`config.mk`:
```
export PLATFORM = sky130hd
export DESIGN_NAME = bit_population_generator
export DESIGN_NICKNAME = d
export VERILOG_FILES = /design/src/rtl/bit_population_generator.sv
export SDC_FILE = /design/constraint.sdc
export NUM_CORES = 1
export LEC_CHECK = 0
export BUFFER_PORTS_ARGS = -buffer_cell sky130_fd_sc_hd__buf_2
export CAP_MARGIN = 20
export CELL_PAD_IN_SITES_DETAIL_PLACEMENT = 0
export CELL_PAD_IN_SITES_GLOBAL_PLACEMENT = 1
export CORE_MARGIN = 10
export CORE_UTILIZATION = 40
export DETAILED_ROUTE_END_ITERATION = 16
export HOLD_SLACK_MARGIN = 0.03
export PLACE_DENSITY_LB_ADDON = 0.1
export SYNTH_ARGS = -nofsm -noshare
export SYNTH_HDL_FRONTEND = slang
export SYNTH_SLANG_ARGS = --single-unit
```
`constraint.sdc`:
```
create_clock -name clk_i -period 15.15 [get_ports clk_i]
set_input_delay 2.2725 -clock clk_i [delete_from_list [all_inputs] [get_ports clk_i]]
set_output_delay 2.2725 -clock clk_i [all_outputs]
set_load 0.005 [all_outputs]
```
`src/rtl/bit_population_generator.sv`:
```
// Generates a WIDTH-bit word with exactly the requested number of bits set, at LFSR-chosen
// positions. Define BIT_POP_GEN_CHECK_EN to add simulation-only population/probe assertions.
module bit_population_generator #(
  parameter int unsigned        WIDTH  = 32,
  parameter int unsigned        LFSR_W = 16,
  parameter logic [LFSR_W-1:0]  SEED   = 16'hACE1
) (
  input  logic                     clk_i,
  input  logic                     rst_ni,
  input  logic [$clog2(WIDTH)+1:0] count_i,
  input  logic                     data_val_i,
  output logic                     ready_o,
  output logic [WIDTH-1:0]         data_o,
  output logic                     data_val_o
);

  localparam int unsigned CW = $clog2(WIDTH) + 2;
  localparam int unsigned IW = $clog2(WIDTH);

  // Galois (right-shift) feedback masks of maximal-length polynomials.
  function automatic logic [31:0] lfsr_taps(input int unsigned w);
    case (w)
      2:       return 32'h0000_0003;
      3:       return 32'h0000_0006;
      4:       return 32'h0000_000C;
      5:       return 32'h0000_0014;
      6:       return 32'h0000_0030;
      7:       return 32'h0000_0060;
      8:       return 32'h0000_00B8;
      9:       return 32'h0000_0110;
      10:      return 32'h0000_0240;
      11:      return 32'h0000_0500;
      12:      return 32'h0000_0829;
      13:      return 32'h0000_100D;
      14:      return 32'h0000_2015;
      15:      return 32'h0000_6000;
      16:      return 32'h0000_B400;
      17:      return 32'h0001_2000;
      18:      return 32'h0002_0400;
      19:      return 32'h0004_0023;
      20:      return 32'h0009_0000;
      21:      return 32'h0014_0000;
      22:      return 32'h0030_0000;
      23:      return 32'h0042_0000;
      24:      return 32'h00E1_0000;
      25:      return 32'h0120_0000;
      26:      return 32'h0200_0023;
      27:      return 32'h0400_0013;
      28:      return 32'h0900_0000;
      29:      return 32'h1400_0000;
      30:      return 32'h2000_0029;
      31:      return 32'h4800_0000;
      default: return 32'h8020_0003;
    endcase
  endfunction

  localparam logic [31:0]       TapsAll  = lfsr_taps(LFSR_W);
  localparam logic [LFSR_W-1:0] Taps     = TapsAll[LFSR_W-1:0];
  localparam logic [LFSR_W-1:0] SeedEff  = (SEED == '0) ? LFSR_W'(1) : SEED;

  typedef enum logic [1:0] {StIdle, StFill, StDone} state_e;

  state_e            state_q, state_d;
  logic [WIDTH-1:0]  data_q, data_d;
  logic [CW-1:0]     rem_q, rem_d;
  logic [LFSR_W-1:0] lfsr_q, lfsr_d;
  logic [CW-1:0]     count_sat;
  logic [IW-1:0]     idx, pos;
  logic              accept;

  assign accept    = data_val_i && (state_q == StIdle);
  assign count_sat = (count_i > CW'(WIDTH)) ? CW'(WIDTH) : count_i;
  assign idx       = IW'(lfsr_q % LFSR_W'(WIDTH));

  // Probe forward from idx (with wrap) for the first clear bit; a clear bit always exists
  // while remaining is non-zero.
  always_comb begin
    logic [IW:0]   sum;
    logic [IW-1:0] p;
    logic          found;
    pos   = idx;
    found = 1'b0;
    sum   = '0;
    p     = '0;
    for (int unsigned k = 0; k < WIDTH; k++) begin
      sum = {1'b0, idx} + (IW+1)'(k);
      if (sum >= (IW+1)'(WIDTH)) sum = sum - (IW+1)'(WIDTH);
      p = sum[IW-1:0];
      if (!found && !data_q[p]) begin
        pos   = p;
        found = 1'b1;
      end
    end
  end

  always_comb begin
    state_d = state_q;
    data_d  = data_q;
    rem_d   = rem_q;
    lfsr_d  = lfsr_q;
    case (state_q)
      StIdle: begin
        if (accept) begin
          data_d  = '0;
          rem_d   = count_sat;
          state_d = StFill;
        end
      end
      StFill: begin
        if (rem_q == '0) begin
          state_d = StDone;
        end else begin
          data_d[pos] = 1'b1;
          rem_d       = rem_q - CW'(1);
          lfsr_d      = {1'b0, lfsr_q[LFSR_W-1:1]} ^ (lfsr_q[0] ? Taps : '0);
        end
      end
      StDone:  state_d = StIdle;
      default: state_d = StIdle;
    endcase
  end

  always_ff @(posedge clk_i or negedge rst_ni) begin
    if (!rst_ni) begin
      state_q <= StIdle;
      data_q  <= '0;
      rem_q   <= '0;
      lfsr_q  <= SeedEff;
    end else begin
      state_q <= state_d;
      data_q  <= data_d;
      rem_q   <= rem_d;
      lfsr_q  <= lfsr_d;
    end
  end

  assign ready_o    = (state_q == StIdle);
  assign data_val_o = (state_q == StDone);
  assign data_o     = data_q;

`ifdef BIT_POP_GEN_CHECK_EN
  logic [CW-1:0] chk_count_q;

  always_ff @(posedge clk_i or negedge rst_ni) begin
    if (!rst_ni) begin
      chk_count_q <= '0;
    end else if (accept) begin
      chk_count_q <= count_sat;
    end
  end

  always @(posedge clk_i) begin
    if (rst_ni && state_q == StDone) begin
      assert ($countones(data_q) == int'(chk_count_q))
        else $error("population %0d, requested %0d", $countones(data_q), chk_count_q);
    end
    if (rst_ni && state_q == StFill && rem_q != '0) begin
      assert (!data_q[pos]) else $error("fill selected an already-set bit %0d", pos);
    end
  end
`endif

endmodule

```
After elaboration in Yosys (flattened, before gate mapping) --
Cells that the tools add are included.
Word-level totals: register bits 57, bits of input ports 10, logic and storage cells 415
Cells by class: add/subtract/negate cells 64, order comparisons 67, equal/unequal tests 5, multiplexer cells 172, bitwise operators 3, reductions and logical operators 100
Operator list (count):
- 2-to-1 mux 5 bit | 64
- less-than comparator 5 x 6 -> 1 bit (second input constant) | 33
- greater-or-equal comparator 6 bit (second input constant) | 31
- binary-select mux 1 bit (select 5 bit) | 32
- subtractor 5 x 1 -> 5 bit (second input constant) | 32
- adder 5 x 5 -> 6 bit (second input constant) | 16
- 2-to-1 mux 1 bit | 64
- 2-to-1 mux 32 bit | 2
- case mux 32 bit (2 select lines) | 1
- logical NOT 1 bit | 61
- adder 5 x 4 -> 6 bit (second input constant) | 8
- logical AND 1 bit | 33
- OR 32 bit | 1
- adder 5 x 3 -> 6 bit (second input constant) | 4
- 2-to-1 mux 7 bit | 3
- 2-to-1 mux 16 bit | 1
- XOR 15 x 16 -> 16 bit | 1
- case mux 7 bit (2 select lines) | 1
- adder 5 x 2 -> 6 bit (second input constant) | 2
- > comparator 7 x 6 -> 1 bit (second input constant) | 1
- logical NOT 7 bit | 1
- subtractor 7 x 1 -> 7 bit (second input constant) | 1
- adder 5 x 1 -> 6 bit (second input constant) | 1
- greater-or-equal comparator 5 x 6 -> 1 bit (second input constant) | 1
- other kinds (13) | 16

Logic depth before layout (Yosys ltp) --
Gate-level depths: netlist (run 1).
depth after elaboration 105, gate-level depth with buffers 25, mapped depth without buffers 15

Least setup slack after synthesis (run 1) --
Ideal clock, no wire load.
kind flip-flop to flip-flop, start register lfsr_q[2], end register data_q[0], in the netlist data_o[0], setup time 0.110 ns, arrival time 5.105 ns, data required time 15.040 ns, setup slack 9.935 ns, cell stages (with the launch flop) 20, buffers on the path 5, period minus slack after synthesis 5.215 ns, cells stage by stage dfrtp_1 buf_2 buf_2 inv_2 clkbuf_1 ha_1 buf_2 mux4_2 mux2_2 o22ai_1 or3_1 nor4_2 nand4_2 or4_1 or3_1 o2111ai_1 o21a_1 nor2_2 buf_4 o41ai_1
On the way: cells in the longest elaborated chain, start to end 105
RTL lines:
- start, declared | line 66 | logic [LFSR_W-1:0] lfsr_q, lfsr_d;
- start signal, assigned | line 133 | lfsr_q <= lfsr_d;
- adder 5 x 1 -> 6 bit | line 86 | sum = {1'b0, idx} + (IW+1)'(k);
- subtractor 5 x 1 -> 5 bit / greater-or-equal comparator 6 bit (equally long branches) | line 87 | if (sum >= (IW+1)'(WIDTH)) sum = sum - (IW+1)'(WIDTH);
- 2-to-1 mux 5 bit | line 87
- binary-select mux 1 bit (select 5 bit) | line 89 | if (!found && !data_q[p]) begin
- 2-to-1 mux 1 bit (not written as such) | line 89
- logical NOT 1 bit | line 89
- logical AND 1 bit | line 89
- 2-to-1 mux 1 bit | line 89
- [89 not listed]
- 2-to-1 mux 5 bit (*) | line 89
- less-than comparator 5 x 6 -> 1 bit (not written as such) / greater-or-equal comparator 5 x 1 -> 1 bit (equally long branches) | line 113 | data_d[pos] = 1'b1;
- logical AND 1 bit (not written as such) | line 113
- 2-to-1 mux 1 bit (not written as such) | line 113
- demux 1 bit (select 5 bit) (*) | line 113
- OR 32 bit (no line) (*)
- 2-to-1 mux 32 bit (*) | line 110 | if (rem_q == '0) begin
- case mux 32 bit (2 select lines) (*) | line 101 | case (state_q)
- end signal, assigned | line 131 | data_q <= data_d;
- end, declared | line 64 | logic [WIDTH-1:0] data_q, data_d;
Mark *: on every way between the ends. The rest lies on a longest branch, timed or not. The select of a mux whose other input is x is not followed. A chain may end at the register's enable or synchronous reset.

Worst setup path after layout (run 1) --
start register lfsr_q[1], end register data_q[4], in the netlist data_o[4]
Same word-level chain as after synthesis.

==> results.md, run 1 <==
* Initial DRC count at 1450
* Min-delay src: lfsr_q[15]
* Max Cap Violations at 0
* Vias in the first global route at 9242
* Synthesized area per cell at 9.13 sq um
* Unrepaired setup endpoints after global routing: no
* Via density at around 7
* Fin util at 0.434
* Inserted Clock Buffers at 9
* Die footprint at 31800 sq um
* Die span in y at 178 um
* CP max FO at 32
* H-tree depth at 3
* Depth of the most critical reg-to-reg path at 15
* Crit path kind: flip-flop to flip-flop
* Fmax at 141 MHz
* Most common cell after layout, fill and taps aside: nand2_1
* Mapped Nets at 1121
* Measured slew at the worst slew-check pin at 1.16 ns
* Final Max Slew Viols at 0
* CP Data Required Time at 15.37 ns
* Rows at 57
* Wire per inst at 30.0 um
* CTS Sinks at 57
* Final worst path period share at 0.469
* Hold-fix buffers, CTS at 0
* Layout cells sized above 1 at 0.262
* Diodes inserted at 0
* Antenna violations before repair at 0
* Global-route usage over all layers at 0.264
* Post-route DRC at 0
* Hold Path Sink: lfsr_q[15]
* Mapped Cells at approximately 1100
* Async SR Flop Fraction at 1.00
* Prevailing post-synth register cell: dfrtp_1
* Clock Skews at 0.00726 ns
* Largest net degree at the start of global routing at between 60 and 70
* Min Tclk post-route at 7.10 ns
* HPWL after detailed placement at 31200 um
* Slew margin rel. at 0.217
* First-pass GRT wire length at approximately 63000 um
* Final instance count without filler cells at 1414
* Pre-Repair DR Iteration Count at 6
* Hold Vio Cnt, Final at 0
* Worst r2r dst: data_o[4]
* Count of cell types in the netlist at 111
* Number of synthesized flops with an enable pin at 0
* Max Root-Sink Buffers at 2
* Ys Warns at 0
* Setup bufs post-CTS at 0
* Worst min path class: flip-flop to flip-flop
* Most frequent cells in the layout: nand2_1 (110), nor2_1 (87), mux4_2 (81)
* Gpl congestion at 1.02
* Clock Pin Slew Worst Setup and Hold Paths at 0.05 ns
* Ports at 44
* Clock latency on the worst-skew pair at around 0.33 ns
* Setup_tns at 0 ns
* Number of synthesized register bits at 57
* Critical Path Source Type: flip-flop
* Root Driver: clkbuf_16
* Starting Density at 0.409
* CP arrival at 7.32 ns
* Post-synthesis cell area at 10000 sq um
* Post_cts resized at 0
* Post-placement cell count at between 1000 and 1500
* Final setup violation count at 0
* Setup slack, reg-to-reg at between 8 and 9 ns
* Outcome: finished clean
* Final #Nets at between 1000 and 1500
* R2r startpoint: lfsr_q[1]
* I/O Buffers at 43
* Chip width at approximately 180 um
* Antenna-violating nets left at 0
* Via count at roughly 10000
* GR Overflow Total at 0
* CTS tree: yes
* Hold Path Cell Cnt at 2
* WL final at between 40000 and 50000 um
* Growth of design area from synthesis to finish at 6.04%
* Post-synthesis sequential area ratio at 0.143
* Worst Setup End Kind: flip-flop
* Core Footprint at 24500 sq um
## final cells by class
| class | count | area (sq um) |
|---|---|---|
| clock buffer | 11 | 243 |
| clock inverter | 5 | 103 |
| fill | 2459 | 13800 |
| inverter | 27 | 101 |
| multi-input combinational | 926 | 7920 |
| sequential | 57 | 1450 |
| tap | 324 | 405 |
| timing repair buffer | 64 | 400 |
## state kept, by name, summed over array words and instances, names as in the netlist
name,count
data_o,32
rem_q,7
state_q,2
lfsr_q,16
## through the flow
step | setup WS, ns | cell area, sq um | hold slack [ns]
floorplan | 9.94 | 10000 | 0.460
global placement | 8.19 | 10200 | 0.475
detailed placement | 8.27 | 10200 | 0.478
CTS | 8.24 | 10600 | 0.491
global route | 7.79 | 10600 | 0.513
finish | 8.05 | 10600 | 0.486
## layer usage
metal	GRT usage	up-vias	routed length [um]
met5	0	-	0
met4	0.117	0	1890
met3	0.0446	90	3480
met2	0.391	549	18600
met1	0.368	4943	18400
li1	-	4291	-
## critical path, stage by stage (launching register included)
cell and delay (ns):
dfrtp_4 0.71, clkinv_1 0.43, ha_2 0.62, buf_4 0.48, mux4_2 0.68, mux4_2 0.68
nor3_4 0.29, nor3b_2 0.35, and4_1 0.45, and3_1 0.43, nand3_4 0.19, o2111ai_1 0.33
o221ai_1 0.17, o21ai_1 0.40, nand2_1 0.37, o41ai_1 0.34
## how the worst max path moves through the flow
stage / start / endpoint / slack (ns) / cells past startpoint
final: lfsr_q[1] / data_o[4] / 8.05 / 15
after global routing: lfsr_q[1] / data_o[1] / 7.79 / 15
after CTS: lfsr_q[1] / data_o[21] / 8.24 / 14
after detailed placement: lfsr_q[1] / data_o[21] / 8.27 / 14
after global placement: lfsr_q[1] / data_o[5] / 8.19 / 15
after floorplan: lfsr_q[2] / data_o[0] / 9.94 / 19
## cells by family after synthesis
group / count (synthesis) / share of synthesized area
xor+xnor: 32 / 0.0321
flops: 57 / 0.143
fa+ha+maj: 14 / 0.0175
simple gates: 363 / 0.196
mux: 209 / 0.321
compound gates: 308 / 0.224
buf+inv: 114 / 0.0660
## Yosys cell counts (all sizes together), types with 9 or more instances
library cell / number / area share
nand4: 15 / 0.011
a21oi: 56 / 0.028
or3: 10 / 0.0067
nor4: 15 / 0.015
a2111oi: 9 / 0.0086
o22ai: 19 / 0.012
o31ai: 23 / 0.019
clkbuf: 30 / 0.011
nand2: 111 / 0.042
o211ai: 9 / 0.0067
xnor2: 26 / 0.024
o41ai: 12 / 0.014
nor2b: 10 / 0.0062
a21boi: 11 / 0.0086
nor2: 90 / 0.035
mux2: 55 / 0.062
nor3: 26 / 0.018
ha: 14 / 0.017
nand3: 27 / 0.016
mux4: 81 / 0.18
buf: 57 / 0.045
dfrtp: 49 / 0.12
or4: 9 / 0.0071
and2: 15 / 0.0094
mux2i: 73 / 0.077
a211oi: 15 / 0.012
a22oi: 17 / 0.013
o21ai: 52 / 0.026
inv: 26 / 0.0097
Power of run 1 is left out: the tool's default activity adds up to more than one toggle a clock period on the data nets, which glitch-free logic cannot reach.
==> inputs of run 2 (changes only) <==
Clock period 15.15 ns to 7.1 ns, I/O delays scaled along.
==> results.md, run 2 (synthesized netlist as in run 1, its figures left out) <==
* CTS Sinks at 57 (unchanged)
* WL final at 42100 um (-0.81%)
* Most common cell after layout, fill and taps aside: nand2_1
* Setup_tns at 0 ns (unchanged)
* Fin util at 0.436 (+0.00164)
* CP Data Required Time at 7.33 ns (-8.04 ns)
* Final worst path period share at 0.924 (+0.456)
* Measured slew at the worst slew-check pin at 1.18 ns (+0.0190 ns)
* Layout cells sized above 1 at 0.272 (+0.0100)
* Final setup violation count at 0 (unchanged)
* Antenna-violating nets left at 0 (unchanged)
* First-pass GRT wire length at 62300 um (-1.6%)
* CTS tree: yes
* Setup slack, reg-to-reg at 0.54 ns (-7.51 ns)
* CP arrival at 6.79 ns (-0.53 ns)
* Setup bufs post-CTS at 0 (unchanged)
* Clock latency on the worst-skew pair at 0.33 ns (about the same)
* Post-route DRC at 0 (unchanged)
* Die span in y at 178 um (unchanged)
* DP Area at 10300 sq um (+1.2%)
* Rows at 57 (unchanged)
* Clock Skews at 0.00485 ns (-0.00240 ns)
* CP max FO at 34 (+6.3%)
* Flip-flop count of the largest register after layout at 32 (unchanged)
* Hold Vio Cnt, Final at 0 (unchanged)
* Clock Pin Slew Worst Setup and Hold Paths at 0.05 ns (about the same)
* Post_cts resized at 0 (unchanged)
* Max Root-Sink Buffers at 2 (unchanged)
* Most frequent cells in the layout: nand2_1 (110), nor2_1 (87), mux4_2 (81)
* Via density at 7.01 (+0.36%)
* GR Overflow Total at 0 (unchanged)
* Antenna violations before repair at 2 (+2)
* Worst Setup End Kind: flip-flop
* Max Cap Violations at 0 (unchanged)
* Inserted Clock Buffers at 9 (unchanged)
* CP peak stage delay at 1.05 ns (+0.34 ns)
* Chip width at 178 um (unchanged)
* Growth of design area from synthesis to finish at 6.44%
* Slew margin rel. at 0.192 (-0.0248)
* H-tree depth at 3 (unchanged)
* Via count at 10000 (+1.6%)
* Pre-Repair DR Iteration Count at 5 (-1)
* Fmax at 152 MHz (+8.2%)
* HPWL after detailed placement at 31400 um (+0.59%)
* Hold-fix buffers, CTS at 0 (unchanged)
* Min Tclk post-route at 6.56 ns (-0.537 ns)
* Ports at 44 (unchanged)
* Largest net degree at the start of global routing at 58 (-4.9%)
* Initial DRC count at 1103 (-24%)
* Final #Nets at 1124 (+1.4%)
* Vias in the first global route at 9437 (+2.1%)
* Final instance area at 10700 sq um (+0.38%)
* Starting Density at 0.409 (unchanged)
* Root Driver: clkbuf_16
* Gpl congestion at 1.00 (-1.2%)
* Global-route usage over all layers at 0.261 (-0.00242)
* I/O Buffers at 43 (unchanged)
* Slowest-stage cell, CP: a2111oi_0
* Unrepaired setup endpoints after global routing: no
* CP cell instances: inv_2 -> ha_2 -> mux4_2 -> a22oi_1 -> nand3_1 -> nor3_4 -> nand3_2 -> or4_1 -> a2111oi_0 -> a2111o_1 -> o21ai_1 -> and2_1 -> o31ai_1
* Core Footprint at 24500 sq um (unchanged)
* Final Max Slew Viols at 0 (unchanged)
* Outcome: finished clean
* Worst Path Buf+Inv at 1 (-1)
* Crit path kind: flip-flop to flip-flop
* CP top delay family: compound AO/OA/AOI/OAI gates
* Critical Path Source Type: flip-flop
* Die footprint at 31800 sq um (unchanged)
* Wire per inst at 29.4 um (-2.0%)
* Worst min path class: flip-flop to flip-flop
==> run 2: cell count changes in the layout (fill, tap and decap cells not counted) <==
cell / change
buf_4: +16
buf_8: -1
clkinvlp_4: +2
clkinv_2: +1
diode_2: +2
bufinv_16: -3
==> run 2: final cells by class <==
type,count,area (sq um)
fillers,2423,13800
flip-flops and latches,57,1450
clock inverters,5,32.5
well taps,324,405
multi-input cells,926,7920
clock buffers,11,243
repair buffers,79,505
diodes,2,5.00
inverters,27,101
==> run 2: metal layers <==
layer | GRT usage | vias up | routed length (um)
li1 | - | 4344 | -
met1 | 0.353 | 4960 | 17400
met2 | 0.396 | 583 | 18500
met3 | 0.0469 | 139 | 3880
met4 | 0.125 | 2 | 2230
met5 | 0 | - | 11
==> run 2: worst paths after layout <==
check	start	to	cells after the start
hold reg to reg	lfsr_q[15]	lfsr_q[15]	2
min in group asynchronous	rst_ni	rem_q[3]	2
hold / removal	lfsr_q[15]	lfsr_q[15]	2
max in group asynchronous	rst_ni	lfsr_q[1]	2
setup reg to reg	lfsr_q[0]	data_o[10]	13
setup / recovery	lfsr_q[0]	data_o[10]	13
==> run 2: per-stage QoR <==
step	hold slack (ns)	setup slack (ns)	instances
4_1_cts	0.487	0.801	1428
2_1_floorplan	0.460	1.89	1097
3_3_place_gp	0.478	0.920	1412
3_5_place_dp	0.479	0.802	1412
5_1_grt	0.502	0.434	1429
6_report	0.483	0.537	1431
==> run 2: worst reg2reg max path, cell delays in order, from the launching register on <==
cell	delay (ns)
dfstp_4	0.89
inv_2	0.09
ha_2	0.73
mux4_2	0.63
a22oi_1	0.39
nand3_1	0.32
nor3_4	0.38
nand3_2	0.20
or4_1	0.65
a2111oi_0	1.05
a2111o_1	0.22
o21ai_1	0.15
and2_1	0.43
o31ai_1	0.34
Power of run 2 is left out for the same reason.
